--- src/rtl/busdebugger_pkg.sv ---
`default_nettype none
// ============================================================================
// Module      : busdebugger_pkg
// Description : Shared encodings for the bus debugger capture path: FSM
//               states, trace-record flag bit positions and record widths.
// Revision    : 1.0 - initial release
// ============================================================================
package busdebugger_pkg;

    localparam int c_addr_w   = 32;
    localparam int c_data_w   = 32;
    localparam int c_flags_w  = 4;
    localparam int c_tmo_w    = 10;
    localparam int c_settle_w = 4;

    // rec_flags = {timeout, berr, dsack1, rw}
    localparam int c_flag_rw      = 0;
    localparam int c_flag_dsack1  = 1;
    localparam int c_flag_berr    = 2;
    localparam int c_flag_timeout = 3;

    localparam int c_state_w = 4;
    localparam logic [c_state_w-1:0] c_st_idle        = 4'd0;
    localparam logic [c_state_w-1:0] c_st_addr_settle = 4'd1;
    localparam logic [c_state_w-1:0] c_st_addr_latch  = 4'd2;
    localparam logic [c_state_w-1:0] c_st_wait_ds     = 4'd3;
    localparam logic [c_state_w-1:0] c_st_data_settle = 4'd4;
    localparam logic [c_state_w-1:0] c_st_wait_ack    = 4'd5;
    localparam logic [c_state_w-1:0] c_st_data_sample = 4'd6;
    localparam logic [c_state_w-1:0] c_st_emit        = 4'd7;
    localparam logic [c_state_w-1:0] c_st_wait_end    = 4'd8;
    localparam logic [c_state_w-1:0] c_st_dump        = 4'd9;

endpackage
`default_nettype wire

--- src/rtl/strobe_sync.sv ---
`default_nettype none
// ============================================================================
// Module      : strobe_sync
// Description : Two-flop synchroniser for one asynchronous target strobe.
// Revision    : 1.0 - initial release
// ============================================================================
module strobe_sync #(
    parameter logic RESET_VAL = 1'b1
) (
    input  logic clk,
    input  logic rst,
    input  logic async_in,
    output logic sync_out
);

    logic r_meta;
    logic r_sync;

    always_ff @(posedge clk) begin
        if (rst) begin
            r_meta <= RESET_VAL;
            r_sync <= RESET_VAL;
        end else begin
            r_meta <= async_in;
            r_sync <= r_meta;
        end
    end

    assign sync_out = r_sync;

endmodule
`default_nettype wire

--- src/rtl/bus_capture_sequencer.sv ---
`default_nettype none
// ============================================================================
// Module      : bus_capture_sequencer
// Description : Sequences AD-bus buffers/latch to capture each target bus
//               cycle as one trace record; yields buffers to the dump engine.
// Revision    : 1.0 - initial release
// ============================================================================
module bus_capture_sequencer
    import busdebugger_pkg::*;
#(
    parameter int SETTLE_CYCLES  = 2,
    parameter int TIMEOUT_CYCLES = 1023
) (
    input  logic                 comm_clock,
    input  logic                 reset,
    input  logic                 as_n,
    input  logic                 ds_n,
    input  logic                 rw,
    input  logic                 dsack0_n,
    input  logic                 dsack1_n,
    input  logic                 berr_n,
    input  logic [c_data_w-1:0]  ad_in,
    input  logic                 dump_req,
    output logic                 dump_grant,
    output logic                 addr_oe,
    output logic                 data_oe,
    output logic                 data_dir,
    output logic                 al_le,
    output logic                 rec_valid,
    output logic [c_addr_w-1:0]  rec_addr,
    output logic [c_data_w-1:0]  rec_data,
    output logic [c_flags_w-1:0] rec_flags,
    input  logic                 rec_ready,
    output logic                 overflow
);

    localparam logic [c_settle_w-1:0] c_settle_load = c_settle_w'(SETTLE_CYCLES - 1);
    localparam logic [c_tmo_w-1:0]    c_tmo_load    = c_tmo_w'(TIMEOUT_CYCLES);

    logic w_as_n_s, w_ds_n_s, w_rw_s, w_dsack0_n_s, w_dsack1_n_s, w_berr_n_s;
    logic w_as, w_ds, w_dsack1, w_ack, w_berr, w_as_rise;

    logic [c_state_w-1:0]  r_state;
    logic [c_state_w-1:0]  w_next;
    logic [c_settle_w-1:0] r_settle_cnt;
    logic [c_tmo_w-1:0]    r_tmo_cnt;
    logic                  r_as_d;

    strobe_sync #(.RESET_VAL(1'b1)) u_sync_as     (.clk(comm_clock), .rst(reset), .async_in(as_n),     .sync_out(w_as_n_s));
    strobe_sync #(.RESET_VAL(1'b1)) u_sync_ds     (.clk(comm_clock), .rst(reset), .async_in(ds_n),     .sync_out(w_ds_n_s));
    strobe_sync #(.RESET_VAL(1'b0)) u_sync_rw     (.clk(comm_clock), .rst(reset), .async_in(rw),       .sync_out(w_rw_s));
    strobe_sync #(.RESET_VAL(1'b1)) u_sync_dsack0 (.clk(comm_clock), .rst(reset), .async_in(dsack0_n), .sync_out(w_dsack0_n_s));
    strobe_sync #(.RESET_VAL(1'b1)) u_sync_dsack1 (.clk(comm_clock), .rst(reset), .async_in(dsack1_n), .sync_out(w_dsack1_n_s));
    strobe_sync #(.RESET_VAL(1'b1)) u_sync_berr   (.clk(comm_clock), .rst(reset), .async_in(berr_n),   .sync_out(w_berr_n_s));

    assign w_as     = ~w_as_n_s;
    assign w_ds     = ~w_ds_n_s;
    assign w_dsack1 = ~w_dsack1_n_s;
    assign w_ack    = ~w_dsack0_n_s | w_dsack1;
    assign w_berr   = ~w_berr_n_s;
    // Start only on a fresh AS assertion so a cycle already under way when
    // leaving DUMP or a WAIT_END timeout is never captured mid-flight.
    assign w_as_rise = w_as & ~r_as_d;

    always_ff @(posedge comm_clock) begin
        if (reset) r_state <= c_st_idle;
        else       r_state <= w_next;
    end

    always_comb begin
        w_next = r_state;
        case (r_state)
            c_st_idle: begin
                if (dump_req)       w_next = c_st_dump;
                else if (w_as_rise) w_next = c_st_addr_settle;
            end
            c_st_addr_settle: if (r_settle_cnt == '0) w_next = c_st_addr_latch;
            c_st_addr_latch:  w_next = c_st_wait_ds;
            c_st_wait_ds: begin
                if (!w_as)     w_next = c_st_idle;
                else if (w_ds) w_next = c_st_data_settle;
            end
            c_st_data_settle: if (r_settle_cnt == '0) w_next = c_st_wait_ack;
            c_st_wait_ack:    if (w_ack || w_berr || r_tmo_cnt == '0) w_next = c_st_data_sample;
            c_st_data_sample: w_next = c_st_emit;
            c_st_emit:        w_next = c_st_wait_end;
            c_st_wait_end:    if (!w_as || r_tmo_cnt == '0) w_next = c_st_idle;
            c_st_dump:        if (!dump_req) w_next = c_st_idle;
            default:          w_next = c_st_idle;
        endcase
    end

    always_comb begin
        addr_oe    = (r_state == c_st_addr_settle) || (r_state == c_st_addr_latch);
        data_oe    = (r_state == c_st_data_settle) || (r_state == c_st_wait_ack) ||
                     (r_state == c_st_data_sample);
        al_le      = (r_state == c_st_addr_latch);
        rec_valid  = (r_state == c_st_emit) && rec_ready;
        dump_grant = (r_state == c_st_dump);
        data_dir   = 1'b0;
    end

    // Datapath: counters, record fields and the sticky overflow flag.
    always_ff @(posedge comm_clock) begin
        if (reset) begin
            r_as_d       <= 1'b0;
            r_settle_cnt <= '0;
            r_tmo_cnt    <= '0;
            rec_addr     <= '0;
            rec_data     <= '0;
            rec_flags    <= '0;
            overflow     <= 1'b0;
        end else begin
            r_as_d <= w_as;
            case (r_state)
                c_st_idle: begin
                    if (w_next == c_st_addr_settle) r_settle_cnt <= c_settle_load;
                end
                c_st_addr_settle: begin
                    if (r_settle_cnt != '0) r_settle_cnt <= r_settle_cnt - 1'b1;
                end
                c_st_addr_latch: begin
                    rec_addr  <= ad_in;
                    rec_flags <= '0;
                    rec_flags[c_flag_rw] <= w_rw_s;
                    r_tmo_cnt <= c_tmo_load;
                end
                c_st_wait_ds: begin
                    if (w_next == c_st_data_settle) r_settle_cnt <= c_settle_load;
                end
                c_st_data_settle: begin
                    if (r_settle_cnt != '0) r_settle_cnt <= r_settle_cnt - 1'b1;
                    else                    r_tmo_cnt    <= c_tmo_load;
                end
                c_st_wait_ack: begin
                    if (w_ack || w_berr) begin
                        rec_flags[c_flag_dsack1] <= w_dsack1;
                        rec_flags[c_flag_berr]   <= w_berr;
                    end else if (r_tmo_cnt == '0) begin
                        rec_flags[c_flag_timeout] <= 1'b1;
                    end else begin
                        r_tmo_cnt <= r_tmo_cnt - 1'b1;
                    end
                end
                c_st_data_sample: rec_data <= ad_in;
                c_st_emit: begin
                    r_tmo_cnt <= c_tmo_load;
                    if (!rec_ready) overflow <= 1'b1;
                end
                c_st_wait_end: begin
                    if (r_tmo_cnt != '0) r_tmo_cnt <= r_tmo_cnt - 1'b1;
                end
                default: ;
            endcase
        end
    end

    assert property (@(posedge comm_clock) disable iff (reset) !(addr_oe && data_oe));

endmodule
`default_nettype wire

--- config.mk ---
export PLATFORM = sky130hd
export DESIGN_NAME = bus_capture_sequencer
export DESIGN_NICKNAME = d
export VERILOG_FILES = /design/src/rtl/busdebugger_pkg.sv /design/src/rtl/strobe_sync.sv /design/src/rtl/bus_capture_sequencer.sv
export SDC_FILE = /design/constraint.sdc
export NUM_CORES = 1
export LEC_CHECK = 0
export CAP_MARGIN = 40
export CORE_UTILIZATION = 48
export CTS_BUF_LIST = sky130_fd_sc_hd__clkbuf_8
export CTS_CLUSTER_SIZE = 20
export DETAILED_ROUTE_END_ITERATION = 8
export MAX_ROUTING_LAYER = met4
export PLACE_DENSITY_LB_ADDON = 0.05
export SYNTH_ARGS = -nofsm -noshare
export SYNTH_HDL_FRONTEND = slang
export SYNTH_SLANG_ARGS = --single-unit
--- constraint.sdc ---
create_clock -name comm_clock -period 2.7 [get_ports comm_clock]
set_input_delay 0.54 -clock comm_clock [delete_from_list [all_inputs] [get_ports comm_clock]]
set_output_delay 0.54 -clock comm_clock [all_outputs]
set_load 0.005 [all_outputs]
-- After elaboration in Yosys (flattened, before gate mapping)
Index checks and enable logic that the tools add are counted.
- register bits: 100
- input port bits: 42
- add/subtract/negate cells: 2
- equality and inequality tests: 20
- muxes and demuxes: 23
- bitwise logic cells: 8
- reductions and logical operators: 22
- operators with widths (cell ; count):
    2-to-1 mux 4 bit ; 12
    2-to-1 mux 10 bit ; 4
    one-hot mux 10 bit (4 select lines) ; 1
    one-hot mux 4 bit (10 select lines) ; 1
    == test 4 x 3 -> 1 bit, second input constant ; 5
    inequality test 2 bit, second input constant ; 8
    one-hot mux 4 bit (3 select lines) ; 1
    logical NOT 10 bit ; 1
    nonzero test 10 bit ; 1
    subtractor 10 x 1 -> 10 bit, second input constant ; 1
    == test 4 x 1 -> 1 bit, second input constant ; 2
    == test 4 x 2 -> 1 bit, second input constant ; 2
    == test 4 bit, second input constant ; 2
    logical NOT 4 bit ; 2
    nonzero test 4 bit ; 2
    logical OR 1 bit ; 6
    NOT 1 bit ; 6
    one-hot mux 3 bit (2 select lines) ; 1
    AND reduction 5 bit ; 1
    AND reduction 2 bit ; 2
    AND reduction 4 bit ; 1
    OR reduction 2 bit ; 2
    subtractor 4 x 1 -> 4 bit, second input constant ; 1
    AND reduction 3 bit ; 1
    other kinds (8) ; 9

-- Longest topological paths before layout
Gate-level depths: netlist of run 1.
- depth after elaboration: 9
- gate-level depth with buffers: 8

-- Modules after synthesis
From an unflattened synthesis of run 1, not the netlist that was laid out.
- cells, all modules: 487
- area, all modules: 3983.8 µm²
- modules (own cells, without submodules) (module ; instances ; cells each ; area an instance (µm²) ; sequential area each (µm²)):
    bus_capture_sequencer ; 1 ; 463 ; 3668.5 ; 1761.7
    strobe_sync ; 6 ; 4 ; 52.6 ; 40.0

-- Worst setup path after synthesis of run 1
No wires, ideal clock.
- path type: register to register
- start: reg r_tmo_cnt[0]
- end: reg r_tmo_cnt[4]
- arrival time: 1.816 ns
- required time: 2.554 ns
- path slack: 0.738 ns
- cell stages (with the launch flop): 9
- path buffers: 1
- clock period less this slack: 1.962 ns
- cell sequence: dfxtp_1 inv_1 ha_1 nor3b_1 nor4b_4 a211oi_4 buf_6 a211oi_1 a311oi_1
- cells in the longest elaborated chain, start to end: 4
- ends and longest elaborated chain (element ; line ; source):
    start, declared ; bus_capture_sequencer.sv:46 ; logic [c_tmo_w-1:0] r_tmo_cnt;
    start signal, assigned ; bus_capture_sequencer.sv:126 ; r_tmo_cnt <= c_tmo_load;
    start signal, assigned ; bus_capture_sequencer.sv:133 ; else r_tmo_cnt <= c_tmo_load;
    start signal, assigned ; bus_capture_sequencer.sv:142 ; r_tmo_cnt <= r_tmo_cnt - 1'b1;
    subtractor 10 x 1 -> 10 bit ; bus_capture_sequencer.sv:142, bus_capture_sequencer.sv:151 ;
    2-to-1 mux 10 bit ; bus_capture_sequencer.sv:139 ; end else if (r_tmo_cnt == '0) begin
    2-to-1 mux 10 bit ; bus_capture_sequencer.sv:136 ; if (w_ack || w_berr) begin
    one-hot mux 10 bit (4 select lines) ; bus_capture_sequencer.sv:115 ; case (r_state)
Several ways; a longest one is shown, not always the timed one. The select of a mux whose other input is x is not followed.
A chain may end at the register's enable or synchronous reset.

-- Worst setup path after layout of run 1
- start: reg r_state[1]
- end: out al_le
- cells in the longest elaborated chain, start to end: 1
- ends and longest elaborated chain (element ; line ; source):
    start, declared ; bus_capture_sequencer.sv:43 ; logic [c_state_w-1:0] r_state;
    start signal, assigned ; bus_capture_sequencer.sv:66 ; if (reset) r_state <= c_st_idle;
    start signal, assigned ; bus_capture_sequencer.sv:67 ; else r_state <= w_next;
    == test 4 x 2 -> 1 bit ; bus_capture_sequencer.sv:97 ; al_le = (r_state == c_st_addr_latch);
    end, declared ; bus_capture_sequencer.sv:28 ; output logic al_le,
Every way passes these cells.

==> results of run 1 <==
==> synth_stat cells (all sizes together), types with 5 or more instances <==
cell	instances	area, um2
dfxtp	100	2000
a21oi	77	385
a211oi	8	72.6
inv	10	37.5
nand2b	5	31.3
xor2	6	52.6
nor3	9	45.0
nand2	140	526
nor2	21	78.8
clkbuf	27	101
or2	12	75.1
==> final cells by class <==
| type | instances | area [um2] |
|---|---|---|
| clock buffer | 10 | 138 |
| clock inverter | 6 | 93.8 |
| fill | 676 | 2460 |
| inverter | 11 | 41.3 |
| multi-input combinational | 331 | 1690 |
| sequential | 100 | 2000 |
| tap | 102 | 128 |
| timing repair buffer | 124 | 1210 |
==> path summary, 6_finish.rpt <==
path,depth (start not counted),startpoint,endpoint
worst max register to register,9,r_tmo_cnt[0],r_tmo_cnt[7]
worst min-delay path,1,u_sync_dsack1.r_meta,u_sync_dsack1.sync_out
worst max-delay path,4,r_state[1],al_le
worst min register to register,1,u_sync_dsack1.r_meta,u_sync_dsack1.sync_out
==> logic make-up (layout without fill, tap and decap cells) <==
logic type,Yosys count,count (layout),share of synthesized area [%]
AND/OR/NAND/NOR,212,212,24.5
AO/OA/AOI/OAI,107,107,16.3
flip-flops,100,100,51.7
buffers and inverters,42,151,4.59
XOR/XNOR,7,7,1.58
adder cells (fa/ha/maj),2,2,0.647
multiplexers,2,2,0.550
other,1,1,0.0969
==> where the power goes <==
part / internal (mW) / leakage (nW) / total, mW / switching [mW]
Clock: 0.556 / 0.113 / 1.07 / 0.515
Sequential: 1.67 / 0.812 / 1.86 / 0.186
Combinational: 0.698 / 0.882 / 1.45 / 0.751
==> routing by layer <==
layer | wire length, um | share of wire (%) | up-vias | global-route usage [%]
met3 | 703 | 7.4 | 7 | 6.05
met5 | 0 | 0 | - | -
met4 | 99 | 1.0 | 0 | 7.55
met1 | 4220 | 45 | 1646 | 29.9
li1 | - | - | 1789 | -
met2 | 4460 | 47 | 109 | 37.8
==> what timing repair did <==
| action | 4_1_cts | 5_1_grt |
|---|---|---|
| setup endpoints to repair | 1 | 1 |
| hold endpoints to repair | 0 | 0 |
| hold buffers | 0 | 0 |
| gates resized for setup | 1 | 1 |
| pin swaps | 0 | 0 |
==> sequential cells by signal, summed over array words and instances, names as in the netlist, 4 cells and up <==
signal	flops
r_settle_cnt	4
r_state	4
rec_flags	4
rec_data	32
rec_addr	32
r_tmo_cnt	10
==> stage by stage <==
stage / total power, mW / instance area, um2 / setup WS [ns] / hold WS, ns / std cells
detailed placement: 3.33 / 5080 / 0.366 / 0.398 / 668
global placement: 3.29 / 5080 / 0.438 / 0.393 / 668
finish: 4.38 / 5310 / 0.156 / 0.412 / 684
floorplan: 2.83 / 3870 / 0.738 / 0.389 / 473
global route: 4.65 / 5310 / 0.0704 / 0.441 / 684
CTS: 4.40 / 5310 / 0.0794 / 0.417 / 684
==> flow_summary.ini, run 1 <==
[run_status]
status = completed

[global_routing]
first_global_vias = 3264
grt_usage_pct = 23.8
grt_pass1_wl_um = 15500
grt_start_max_net_pins = 57
grt_antenna_before_repair = 0
grt-ovfl-total = 0

[floorplan]
dieArea_mm2 = 0.00843
start_util_pct = 49.8
fp-row-count = 32
die-width_um = 91.8
core_area_mm2 = 0.00777
ios = 117
fp.dieH_um = 91.8

[synth]
ys.flop_type = dfxtp_1
synth_edf_count = 0
syn-num-nets = 517
synth_seq_cells = 100
synth_seq_area_share_pct = 51.7
syn-instance-count = 473
async_flop_share_pct = 0
synth.cell_area_mm2 = 0.00387
synth.distinct_cells = 47
yosys_warnings = 0
avgSynthCellArea_um2 = 8.18

[timing]
rsz0062_at_grt = no
fmax_mhz = 393
max-slew-margin-rel_pct = 60.5
finalSetupViolations = 0
hold_viol_final = 0
fin_skew_ns = 0.0144
finalCritPeriodShare_pct = 94.2
tns_ns = 0
min_period_ns = 2.54
worstMarginPinSlew_ns = 0.591
maxSlewViolCount = 0

[critical_path]
reg2reg_slack_ns = 0.44
endpoint_kind = output port
crit_chain = nand2b_1 -> or3_1 -> clkinv_1 -> clkdlybuf4s50_1
cp-start-kind = register
cp.arrival_ns = 2.00
critical_path_class = reg -> out
path_buf_inv = 2
required_ns = 2.16
critPathSlowestCell = clkdlybuf4s50_1
path_max_fanout = 15
max_stage_delay_ns = 0.51
cpLargestDelayFamily = buffers and inverters

[layout]
antenna_cells = 0
final_cell_mix = nand2_1, clkdlybuf4s50_1, dfxtp_1
fin_nets = 621
area_delta_synth_final_pct = 37.2
final_layout_size_suffix_gt1_share_pct = 8.08
layout_commonest_cell = nand2_1
fin_util_pct = 68.4

[detailed_routing]
first_pass_iters = 4
avgRoutedWirePerCell_um = 13.9
routed_wl_um = 9480
drc_errors = 0
via_per_inst = 5.19
drtAntennaViolNets = 0
vias = 3551
drtIter0Drc = 118

[flow_run]
cap_violations = 0

[clocking]
post_cts_buffers = 0
htree_levels = 3
clock_latency_ns = 0.35
root_buffer = clkbuf_8
clk_path_buf_depth = 2
cts_sinks = 100
clk_pin_slew_ns = 0.10
cts_buffers = 9
cts_tree = built

[power]
p_per_area_mw_per_mm2 = 824
p_leak_nw = 1.81
max-vdd-ir-drop_mv = 0.384

[placed_design]
gp_congestion = 0.883
numPortBuffers = 115
dp_hpwl_um = 6420

[min_path]
hold_class = reg -> reg
Power figures use the tool's default switching activity.
==> inputs of run 2 (changes only) <==
Settings changed: CORE_ASPECT_RATIO set to 1.75, SLEW_MARGIN set to 20.
==> run 2 against run 1 <==
Compared with the run above: sequential cell count unchanged; clock-buffer cell count decreased by 1; largest cell class unchanged; cell area decreased by 0.80%; core utilization decreased by 1.3 points; non-clock buffer count increased by 2.
==> flow_summary.ini, run 2 (synthesized netlist as in run 1, its figures left out) <==
[min_path]
hold_start = u_sync_as.r_meta
hold_path_end = u_sync_as.sync_out
hold_class = reg -> reg
hold_depth = 1

[timing]
finalCritPeriodShare_pct = 90.4
fin_skew_ns = 0.0132
hold_viol_final = 0
worstMarginPinSlew_ns = 0.587
rsz0062_at_grt = no
maxSlewViolCount = 0
fmax_mhz = 410
finalSetupViolations = 0
max-slew-margin-rel_pct = 60.7
tns_ns = 0
min_period_ns = 2.44
hold_ws_ns = 0.400

[floorplan]
dieArea_mm2 = 0.00844
core_area_mm2 = 0.00786
ios = 117
fp.dieH_um = 121
fp-row-count = 43
die-width_um = 69.9
start_util_pct = 49.3

[critical_path]
crit_chain = buf_4 -> or3_1 -> clkinv_1 -> clkdlybuf4s50_1
path_max_fanout = 11
required_ns = 2.16
reg2reg_from = r_tmo_cnt[0]
reg2reg_depth = 9
critPathSlowestCell = clkdlybuf4s50_1
cp-start-kind = register
startpoint = r_state[3]
endpoint_kind = output port
reg2reg_slack_ns = 0.49
critical_path_class = reg -> out
cp.arrival_ns = 1.90
r2r-end = r_tmo_cnt[7]
max_stage_delay_ns = 0.52
cpLargestDelayFamily = buffers and inverters
path_buf_inv = 3

[clocking]
hold_buffers = 0
cts_buffers = 9
post_cts_buffers = 0
root_buffer = clkbuf_8
htree_levels = 3
cts_resized = 0
clk_pin_slew_ns = 0.09
clk_path_buf_depth = 2
clock_latency_ns = 0.37
cts_sinks = 100
cts_tree = built

[global_routing]
first_global_vias = 3355
grt_usage_pct = 24.7
grt-ovfl-total = 0
grt_pass1_wl_um = 15700
grt_start_max_net_pins = 44
grt_antenna_before_repair = 0

[layout]
antenna_cells = 0
area_delta_synth_final_pct = 36.1
reg_top3 = rec_addr x32, rec_data x32, r_tmo_cnt x10
final_cell_mix = nand2_1, clkdlybuf4s50_1, dfxtp_1
final_layout_size_suffix_gt1_share_pct = 7.71
layout_commonest_cell = nand2_1
final-instance-count-excl-fill = 674
fill_cells = 671
fin_nets = 623

[flow_run]
cap_violations = 0

[placed_design]
gp_congestion = 0.899
numPortBuffers = 115
dp_hpwl_um = 6960
dp.cells = 658

[detailed_routing]
drc_errors = 0
vias = 3582
first_pass_iters = 4
avgRoutedWirePerCell_um = 14.9
drtAntennaViolNets = 0
drtIter0Drc = 126
routed_wl_um = 10000
via_per_inst = 5.31

[power]
max-vdd-ir-drop_mv = 0.416
p_leak_nw = 1.81
p_per_area_mw_per_mm2 = 808

[run_status]
status = completed
## run 2: report_power, final
part	switching [mW]	total [mW]	leakage (nW)	internal, mW
Sequential	0.154	1.82	0.811	1.67
Clock	0.497	0.922	0.102	0.425
Combinational	0.798	1.51	0.893	0.715
## run 2: per-layer routing
metal | up-vias | share of wire, % | GRT usage (%)
met5 | - | 0 | -
met4 | 0 | 4.0 | 14.6
met3 | 29 | 5.5 | 4.58
met2 | 133 | 52 | 42.3
met1 | 1620 | 39 | 26.2
li1 | 1800 | - | -
## run 2: metrics by stage
step / power (mW) / util, % / cell area (um2) / worst slack (ns)
finish: 4.26 / 67.1 / 5270 / 0.260
global route: 4.52 / 67.1 / 5270 / 0.175
CTS: 4.29 / 67.1 / 5270 / 0.244
detailed placement: 3.37 / 64.6 / 5080 / 0.424
global placement: 3.33 / 64.6 / 5080 / 0.436
floorplan: 2.83 / - / 3870 / 0.738
## run 2: worst max path at each step
stage               cells past startpoint              end
global placement                        4        rec_valid
CTS                                     4            al_le
detailed placement                      6  r_settle_cnt[1]
global route                            4       dump_grant
floorplan                               8     r_tmo_cnt[4]
finish                                  4            al_le
## run 2: final cells by class
class	count	area, um2	share of cell area [%]
flip-flops and latches	100	2000	38.0
multi-input cells	331	1690	32.1
repair buffers	126	1230	23.3
clock buffers	9	124	2.35
well taps	90	113	2.14
clock inverters	7	67.6	1.28
inverters	11	41.3	0.784
## run 2: worst register-to-register path, delay by kind of cell, from the launching register on
| family | cells | cell delay [ns] |
|---|---|---|
| AO/OA/AOI/OAI | 2 | 0.57 |
| AND/OR/NAND/NOR | 3 | 0.49 |
| flip-flops | 1 | 0.41 |
| buffers and inverters | 2 | 0.23 |
| adder cells (fa/ha/maj) | 1 | 0.22 |
| XOR/XNOR | 1 | 0.18 |
==> inputs of run 3 (changes only) <==
Settings changed: ABC_AREA set to 1, CORE_UTILIZATION 48 to 49, CTS_CLUSTER_SIZE 20 to 8.
==> run 3 against run 2 <==
Compared with the run above: register-to-register slack gained 0.16 ns; non-clock buffer count decreased by 4; critical endpoint unchanged; core utilization is 1.7 points higher; critical path type unchanged; clock skew is 0.00084 ns higher; area after synthesis rose by 3.8%; worst hold slack improved by 0.011 ns; global-route usage is 2.3 points higher; sequential power about the same; combinational power increased by 5%.
==> flow_summary.ini, run 3 <==
[synth]
synth_area_leaders = dfxtp_1, nor2_1, o21ai_0, nand2_1, inv_1
syn-num-nets = 593
syn-instance-count = 549
yosys_warnings = 0
avgSynthCellArea_um2 = 7.31
ys.flop_type = dfxtp_1
synth.distinct_cells = 32
yosysTopAreaCellShare_pct = 49.9
synth.most_common_cell = nor2_1
synth.cell_area_mm2 = 0.00402
async_flop_share_pct = 0
yosysTopAreaCell = dfxtp_1
synth_edf_count = 0
synth_seq_cells = 100
synthTopCellsByCount = nor2_1, dfxtp_1, o21ai_0
synth_seq_area_share_pct = 49.9

[critical_path]
endpoint_kind = output port
max_stage_delay_ns = 0.52
crit_chain = inv_1 -> nor2_2 -> inv_1 -> nor2_4 -> buf_4 -> clkdlybuf4s50_1
path_buf_inv = 4
path_max_fanout = 16
cp-start-kind = register
cp.arrival_ns = 1.90
cp_common_cell = inv_1
critPathSlowestCell = clkdlybuf4s50_1
cpLargestDelayFamily = buffers and inverters
critical_path_class = reg -> out
required_ns = 2.16

[global_routing]
grt-ovfl-total = 0
grt_pass1_wl_um = 17600
first_global_vias = 3845
grt_start_max_net_pins = 74
grt_usage_pct = 27.0
grt_antenna_before_repair = 0

[detailed_routing]
routed_wl_um = 10800
first_pass_iters = 4
via_per_inst = 5.16
drtIter0Drc = 197
drc_errors = 0
avgRoutedWirePerCell_um = 14.3
vias = 3880
drtAntennaViolNets = 0

[floorplan]
die-width_um = 70.4
fp.dieH_um = 122
ios = 117
dieArea_mm2 = 0.00857
fp-row-count = 43
core_area_mm2 = 0.00791
start_util_pct = 50.8

[layout]
final_cell_mix = nor2_1, clkdlybuf4s50_1, dfxtp_1
area_delta_synth_final_pct = 35.6
final-instance-count-excl-fill = 752
fill_cells = 683
reg_top3 = rec_addr x32, rec_data x32, r_tmo_cnt x10
layout_commonest_cell = nor2_1
final_layout_size_suffix_gt1_share_pct = 7.85
postLayoutCellArea_mm2 = 0.00544
fin_nets = 701
antenna_cells = 0
fin_util_pct = 68.8

[clocking]
root_buffer = clkbuf_8
clk_pin_slew_ns = 0.09
cts_resized = 0
clk_path_buf_depth = 2
htree_levels = 3
clock_latency_ns = 0.36
cts_sinks = 100
cts_buffers = 9
hold_buffers = 0
cts_tree = built
post_cts_buffers = 0

[timing]
fmax_mhz = 409
rsz0062_at_grt = no
tns_ns = 0
worstMarginPinSlew_ns = 0.634
finalCritPeriodShare_pct = 90.5
max-slew-margin-rel_pct = 57.7
finalSetupViolations = 0
min_period_ns = 2.44
fin_skew_ns = 0.0140
maxSlewViolCount = 0
hold_viol_final = 0

[placed_design]
gp_congestion = 0.924
dp.cells = 736
postPlaceCellArea_mm2 = 0.00523
numPortBuffers = 115
dp_hpwl_um = 7550

[power]
p_sw_share_pct = 35.2
max-vdd-ir-drop_mv = 0.483
p_leak_nw = 2.38
comb_power_share_pct = 35.6
intPower_mw = 2.87
switchingPower_mw = 1.56
p_seq_share_pct = 41.3
p_clk_share_pct = 23.0
p_per_area_mw_per_mm2 = 815

[flow_run]
cap_violations = 0

[run_status]
status = completed

[min_path]
hold_class = reg -> reg
==> run 3: changes by cell type in the layout (fill, tap and decap cells not counted), moves of 7 or more <==
cell      change
nand3_1       +9
nor2_1      +157
a211oi_1      -7
a21oi_1      -66
o21ai_0      +72
nand2_1      -86
inv_1        +24
==> run 3: final timing paths <==
kind / start / end / slack, ns / cells past startpoint
worst max register to register: r_tmo_cnt[0] / r_settle_cnt[0] / 0.65 / 13
worst min-delay path: u_sync_rw.r_meta / u_sync_rw.sync_out / 0.41 / 2
worst max-delay path: r_state[1] / al_le / 0.26 / 6
worst min register to register: u_sync_rw.r_meta / u_sync_rw.sync_out / 0.41 / 2
==> run 3: metrics by stage <==
step                      worst slack (ns)  hold WS, ns  total power [mW]
after floorplan                      0.921        0.388              2.88
after global placement               0.511        0.393              3.41
after detailed placement             0.501        0.398              3.44
after CTS                            0.237        0.415              4.46
after global routing                 0.113        0.423              4.76
final                                0.257        0.411              4.43
==> run 3: logic make-up (layout without fill, tap and decap cells) <==
logic type | count (synthesis) | after routing | synth area share [%]
compound gates | 94 | 94 | 12.2
xor+xnor | 5 | 5 | 1.09
fa+ha+maj | 2 | 2 | 0.623
buf+inv | 65 | 178 | 6.39
flops | 100 | 100 | 49.9
other cells | 1 | 1 | 0.0934
simple gates | 282 | 282 | 29.8
==> run 3: routing by layer <==
| layer | wire [um] | GRT usage, % | vias up | part of all wire [%] |
|---|---|---|---|---|
| li1 | - | - | 1947 | - |
| met1 | 4360 | 30.0 | 1816 | 41 |
| met2 | 5620 | 45.5 | 95 | 52 |
| met3 | 398 | 5.38 | 22 | 3.7 |
| met4 | 377 | 13.5 | 0 | 3.5 |
| met5 | 0 | - | - | 0 |
==> run 3: layout make-up <==
type | instances | area, um2 | area share, %
multi-input cells | 384 | 1760 | 32.3
inverters | 40 | 150 | 2.76
flip-flops and latches | 100 | 2000 | 36.8
clock buffers | 9 | 124 | 2.28
repair buffers | 122 | 1200 | 22.1
well taps | 90 | 113 | 2.07
clock inverters | 7 | 91.3 | 1.68
==> run 3: power by group through the flow <==
stage / combinational [mW] / clock, mW / sequential, mW
2_1_floorplan: 1.04 / 0 / 1.84
3_3_place_gp: 1.55 / 0 / 1.85
3_5_place_dp: 1.58 / 0 / 1.86
4_1_cts: 1.58 / 1.05 / 1.83
5_1_grt: 1.79 / 1.12 / 1.86
6_report: 1.58 / 1.02 / 1.83
==> run 3: worst register-to-register path: cells and delay by family (launching register included) <==
| kind | cells | cell delay (ns) |
|---|---|---|
| AND/OR/NAND/NOR | 10 | 1.21 |
| buffers and inverters | 2 | 0.20 |
| flip-flops | 1 | 0.37 |
| adder cells (fa/ha/maj) | 1 | 0.22 |
